[config.mk]
export PLATFORM = sky130hd
export DESIGN_NAME = diff_commit_buf
export DESIGN_NICKNAME = d
export VERILOG_FILES = /design/src/rtl/diff_commit_buf.sv
export SDC_FILE = /design/constraint.sdc
export NUM_CORES = 2
export LEC_CHECK = 0
export CORE_AREA = 2 2 453 455
export DETAILED_ROUTE_END_ITERATION = 12
export DIE_AREA = 0 0 455 457
export HOLD_SLACK_MARGIN = 0.05
export SLEW_MARGIN = 20
export SYNTH_ARGS = -nofsm -noshare
export SYNTH_HDL_FRONTEND = slang
export SYNTH_SLANG_ARGS = --single-unit
[constraint.sdc]
create_clock -name clk -period 68.8 [get_ports clk]
set_input_delay 13.76 -clock clk [delete_from_list [all_inputs] [get_ports clk]]
set_output_delay 13.76 -clock clk [all_outputs]
set_load 0.02 [all_outputs]
[src/rtl/diff_commit_buf.sv]
// diff_commit_buf: diff-test commit trace buffer at the retire point.
// Each retiring instruction produces one normalised record: x0 write-backs
// are cleared, and non-store store fields are zeroed. Records go into a
// first-word-fall-through FIFO that the harness drains with valid/ready.
// The block also keeps accept/drop counters, a sticky overflow flag and a
// registered almost-full stall request.
module diff_commit_buf #(
    parameter int ADDR_W       = 64,
    parameter int DATA_W       = 64,
    parameter int RADDR_W      = 5,
    parameter int DEPTH        = 8,
    parameter int STALL_MARGIN = 2
) (
    input  logic                       clk,
    input  logic                       rst,
    input  logic                       commit_valid_i,
    input  logic [ADDR_W-1:0]          commit_pc_i,
    input  logic [RADDR_W-1:0]         commit_rd_addr_i,
    input  logic                       commit_wreg_i,
    input  logic [DATA_W-1:0]          commit_wdata_i,
    input  logic                       commit_store_i,
    input  logic [ADDR_W-1:0]          commit_store_addr_i,
    input  logic [DATA_W-1:0]          commit_store_wdata_i,
    input  logic [1:0]                 commit_store_wlen_i,
    input  logic                       trace_ready_i,
    output logic                       trace_valid_o,
    output logic [ADDR_W-1:0]          trace_pc_o,
    output logic [RADDR_W-1:0]         trace_rd_addr_o,
    output logic                       trace_wreg_o,
    output logic [DATA_W-1:0]          trace_wdata_o,
    output logic                       trace_store_o,
    output logic [ADDR_W-1:0]          trace_store_addr_o,
    output logic [DATA_W-1:0]          trace_store_wdata_o,
    output logic [1:0]                 trace_store_wlen_o,
    output logic [$clog2(DEPTH):0]     count_o,
    output logic                       stall_o,
    output logic                       overflow_o,
    output logic [63:0]                commit_cnt_o,
    output logic [31:0]                drop_cnt_o
);

    localparam int PTR_W = $clog2(DEPTH);
    localparam int CNT_W = PTR_W + 1;
    localparam logic [CNT_W-1:0] L_DEPTH  = CNT_W'(DEPTH);
    localparam logic [CNT_W-1:0] L_MARGIN = CNT_W'(STALL_MARGIN);

    typedef struct packed {
        logic [ADDR_W-1:0]  pc;
        logic [RADDR_W-1:0] rd_addr;
        logic               wreg;
        logic [DATA_W-1:0]  wdata;
        logic               store;
        logic [ADDR_W-1:0]  store_addr;
        logic [DATA_W-1:0]  store_wdata;
        logic [1:0]         store_wlen;
    } rec_t;

    rec_t             r_mem [DEPTH];
    logic [PTR_W-1:0] r_wptr;
    logic [PTR_W-1:0] r_rptr;
    logic [CNT_W-1:0] r_count;
    logic             r_stall;
    logic             r_overflow;
    logic [63:0]      r_commit_cnt;
    logic [31:0]      r_drop_cnt;

    rec_t             w_rec;
    rec_t             w_head;
    logic             w_valid;
    logic             w_full;
    logic             w_push;
    logic             w_pop;
    logic             w_drop;
    logic [CNT_W-1:0] w_count_nxt;
    logic [CNT_W-1:0] w_free_nxt;

    // Build the normalised record from the retire-stage inputs.
    always_comb begin
        // NOTE: every field gets a default first so no path leaves a field
        // unassigned, which would otherwise infer a latch.
        w_rec         = '0;
        w_rec.pc      = commit_pc_i;
        w_rec.rd_addr = commit_rd_addr_i;
        w_rec.store   = commit_store_i;
        if (commit_rd_addr_i != '0) begin
            w_rec.wreg  = commit_wreg_i;
            w_rec.wdata = commit_wdata_i;
        end
        if (commit_store_i) begin
            w_rec.store_addr  = commit_store_addr_i;
            w_rec.store_wdata = commit_store_wdata_i;
            w_rec.store_wlen  = commit_store_wlen_i;
        end
    end

    // Handshake decode and next occupancy.
    always_comb begin
        w_valid     = (r_count != '0);
        w_full      = (r_count == L_DEPTH);
        w_pop       = w_valid && trace_ready_i;
        w_push      = commit_valid_i && (!w_full || w_pop);
        w_drop      = commit_valid_i && !w_push;
        w_count_nxt = r_count + CNT_W'(w_push) - CNT_W'(w_pop);
        w_free_nxt  = L_DEPTH - w_count_nxt;
    end

    // Record storage: written at the write pointer on every accepted push.
    // NOTE: the array has no reset; stale entries are never observable
    // because the outputs are masked while the FIFO is empty.
    always_ff @(posedge clk) begin
        if (w_push) begin
            // NOTE: non-blocking assignment so every register in the design
            // updates from pre-edge values.
            r_mem[r_wptr] <= w_rec;
        end
    end

    // Pointers, occupancy, stall, overflow and counters.
    always_ff @(posedge clk) begin
        if (rst) begin
            r_wptr       <= '0;
            r_rptr       <= '0;
            r_count      <= '0;
            r_stall      <= 1'b0;
            r_overflow   <= 1'b0;
            r_commit_cnt <= '0;
            r_drop_cnt   <= '0;
        end else begin
            r_count <= w_count_nxt;
            r_stall <= (w_free_nxt <= L_MARGIN);
            if (w_push) begin
                r_wptr       <= r_wptr + PTR_W'(1);
                r_commit_cnt <= r_commit_cnt + 64'd1;
            end
            if (w_pop) begin
                r_rptr <= r_rptr + PTR_W'(1);
            end
            if (w_drop) begin
                r_overflow <= 1'b1;
                if (r_drop_cnt != '1) begin
                    r_drop_cnt <= r_drop_cnt + 32'd1;
                end
            end
        end
    end

    // First-word-fall-through head view, zeroed while empty.
    always_comb begin
        w_head              = w_valid ? r_mem[r_rptr] : '0;
        trace_valid_o       = w_valid;
        trace_pc_o          = w_head.pc;
        trace_rd_addr_o     = w_head.rd_addr;
        trace_wreg_o        = w_head.wreg;
        trace_wdata_o       = w_head.wdata;
        trace_store_o       = w_head.store;
        trace_store_addr_o  = w_head.store_addr;
        trace_store_wdata_o = w_head.store_wdata;
        trace_store_wlen_o  = w_head.store_wlen;
    end

    assign count_o      = r_count;
    assign stall_o      = r_stall;
    assign overflow_o   = r_overflow;
    assign commit_cnt_o = r_commit_cnt;
    assign drop_cnt_o   = r_drop_cnt;

endmodule

==> results.py <==
metrics = {
    "floorplan": {
        "core_um2": 203000,
        "fp.dieH_um": 457,
        "dieWidth_um": 455,
        "ios": 637,
        "die_area_um2": 208000,
        "rows": 166,
        "start_util_pct": 42.7,
    },
    "synth": {
        "ys_top_cells_by_area": "edfxtp_1 (73%), mux4_2 (14%), mux2i_1 (3.1%)",
        "synthFlopType": "edfxtp_1",
        "synth_area_um2": 86800,
        "yosysWarnings": 0,
        "yosysTopAreaCell": "edfxtp_1",
        "netlist_top_cells_count": "edfxtp_1 (2,120), mux4_2 (530), nor2_1 (319)",
        "ys_seq_area_share_pct": 75.9,
        "synth_edf_count": 2120,
        "synth_top_area_share_pct": 73.3,
        "syn_area_per_cell_um2": 20.5,
        "synth_fp_nets": 4519,
        "async_reset_ff_share_pct": 0,
        "synthCells": 4237,
        "yosys_register_bits": 2231,
        "synth_cell_types": 55,
        "yosysMostFrequentCell": "edfxtp_1",
    },
    "clocking": {
        "cts_tree": "yes",
        "clkTransAtPathRegs_ns": 0.06,
        "cts_resized": 0,
        "post_cts_buffers": 0,
        "cts_buffers": 229,
        "cts.htree.levels": 4,
        "clock_latency_ns": 0.88,
        "cts_hold_buf": 0,
        "max-clock-path-buffers": 3,
        "cts_sinks": 2231,
        "cts_root_buf": "clkbuf_16",
    },
    "pwr": {
        "p_per_area_nw_per_um2": 37.2,
        "leakage_nw": 31.7,
        "ir_drop_uv": 43.7,
    },
    "setup_path": {
        "critPathKind": "reg2out",
        "worst_setup_path_start_kind": "flip-flop",
        "worstPathMaxFanout": 93,
        "rr_worst_depth": 9,
        "cp_data_required_time_ns": 55.04,
        "r2r_start": "count_o[2]",
        "r2r_slack_ns": 64.34,
        "reg2reg_to": "r_mem[6][106]",
        "cp_data_arrival_time_ns": 6.36,
        "worstSetupEndpointType": "primary output",
    },
    "sta": {
        "worst_slew_pin_slew_ns": 1.12,
        "timing.final.crit_share_pct": 29.2,
        "min_period_ns": 20.12,
        "finalHoldViolCount": 0,
        "fin_skew_ns": 0.0396,
        "clock.fmax_mhz": 49.7,
        "setup_violations": 0,
        "final-max-slew-violation-count": 0,
        "rsz0062_at_grt": "false",
        "max_slew_margin_pct": 25.1,
        "fin_setup_tns_ns": 0,
        "final.setup.worst_slack_ns": 48.68,
    },
    "global_routing": {
        "antenna_found_initial": 36,
        "grt.total_usage_pct": 19.6,
        "overflow": 0,
        "grt_pass1_vias": 44900,
        "grt_max_degree": 122,
        "grt_first_pass_wirelength_um": 301000,
    },
    "layout": {
        "final_cells": 7832,
        "drive_gt1_share_pct": 18.4,
        "area_delta_synth_final_pct": 19.4,
        "fill_cells": 16300,
        "fin_util_pct": 51.0,
        "layout.nets": 5229,
    },
    "placement": {
        "hpwlAfterDp_um": 111000,
        "place_inst": 7404,
        "place_congestion": 0.777,
        "port-buffer-count": 636,
        "pre_cts_ws_ns": 49.32,
    },
    "hold_path": {
        "hold_path_depth": 2,
        "min_path_type": "reg2reg",
        "whs_endpoint": "overflow_o",
        "holdCritStartpoint": "overflow_o",
    },
    "drt": {
        "via_per_inst": 5.51,
        "drtIter0Drc": 3788,
        "met3_wirelength_um": 11900,
        "wl_met2_um": 101000,
        "ant_nets": 0,
        "top_layer_used": "met5",
        "drcViolationCount": 0,
        "vias": 43100,
        "drt-met1-wl_um": 87200,
        "drt_first_pass_iters": 5,
        "detail_route.wl_per_cell_um": 26.3,
        "routed_wl_um": 206000,
    },
    "flow_run": {
        "maxCapViolCount": 0,
    },
    "outcome": {
        "status": "complete, no violations",
    },
}
## where the power goes
part / internal (mW) / switching (mW) / leakage [nW] / total (mW)
clock network: 0.676 / 0.521 / 3.52 / 1.20
registers: 1.57 / 0.0240 / 20.3 / 1.60
logic: 0.479 / 0.584 / 7.86 / 1.06
total: 2.73 / 1.13 / 31.7 / 3.86
## worst max path at each step
| stage | from | to | slack (ns) | cells after the start |
|---|---|---|---|---|
| after floorplan | trace_ready_i | r_mem[1][0] | 26.08 | 4 |
| after global placement | flip-flop | trace_wdata_o[33] | 49.33 | 8 |
| after detailed placement | flip-flop | trace_store_addr_o[36] | 49.32 | 8 |
| after CTS | flip-flop | trace_store_addr_o[36] | 48.37 | 8 |
| after global routing | flip-flop | trace_store_wdata_o[10] | 48.05 | 8 |
| final | flip-flop | trace_store_wdata_o[10] | 48.68 | 8 |
## cells in the final DEF, fill, tap and decap left out, types with 34 or more instances in the layout
cell,synthesis,layout
and2_1,137,137
or4_1,36,36
clkbuf_16,0,230
buf_4,0,57
clkbuf_1,122,59
nor2_1,319,317
mux4_2,530,530
a21oi_1,69,69
nand2_1,40,40
dfxtp_1,111,108
mux2i_1,267,267
nand3_1,34,34
clkinv_1,0,51
clkdlybuf4s50_1,0,634
clkinv_2,0,40
edfxtp_1,2120,2120
nor2b_1,68,68
o31ai_1,36,36
nand4_1,37,37
## per-layer routing
metal,vias up,track usage (%)
met4,40,5.84
li1,18700,-
met5,-,0
met1,22900,26.6
met2,1176,31.9
met3,309,4.22
## layout make-up
cell class | count | area, um2 | share of cell area [%]
Antenna cell | 6 | 15.0 | 0.0145
Inverter | 23 | 86.3 | 0.0833
Timing Repair Buffer | 705 | 7050 | 6.81
Sequential cell | 2231 | 65900 | 63.6
Clock buffer | 290 | 5990 | 5.78
Tap cell | 2688 | 3360 | 3.24
Multi-Input combinational cell | 1757 | 20000 | 19.3
Clock inverter | 132 | 1250 | 1.21
## cells by family (layout without fill, tap and decap cells)
group / Yosys count / after routing / synth area share [%]
and+or+nand+nor: 767 / 767 / 4.58
AOI/OAI and AO/OA: 146 / 146 / 1.01
xor gates and xnor gates: 32 / 32 / 0.339
DFF: 2231 / 2231 / 75.9
adders and majority gates: 13 / 13 / 0.196
buffers and inverters: 249 / 1150 / 1.11
muxes: 799 / 799 / 16.9
other: 0 / 6 / 0
## per-stage QoR
step | power (mW) | hold WS, ns | instance area, um2
floorplan | 2.33 | 0.485 | 86800
global placement | 2.71 | 0.450 | 96400
detailed placement | 2.71 | 0.467 | 96400
CTS | 3.92 | 0.480 | 104000
global route | 4.02 | 0.484 | 104000
finish | 3.86 | 0.480 | 104000
## worst max-delay path, stage by stage (launching register included)
cell	delay, ns
dfxtp_4	0.73
buf_4	0.70
buf_12	0.55
buf_4	0.89
buf_4	0.83
mux4_2	0.61
mux2i_1	0.14
nor2_1	0.10
clkdlybuf4s50_1	0.61
## state kept, by name, indices dropped and copies added (netlist names), named ones only
| signal | flops |
|---|---|
| commit_cnt_o | 64 |
| count_o | 4 |
| drop_cnt_o | 32 |
| overflow_o | 1 |
| r_mem | 2120 |
| r_rptr | 3 |
| r_wptr | 3 |
| stall_o | 1 |
(Power assumes the default switching activity.)
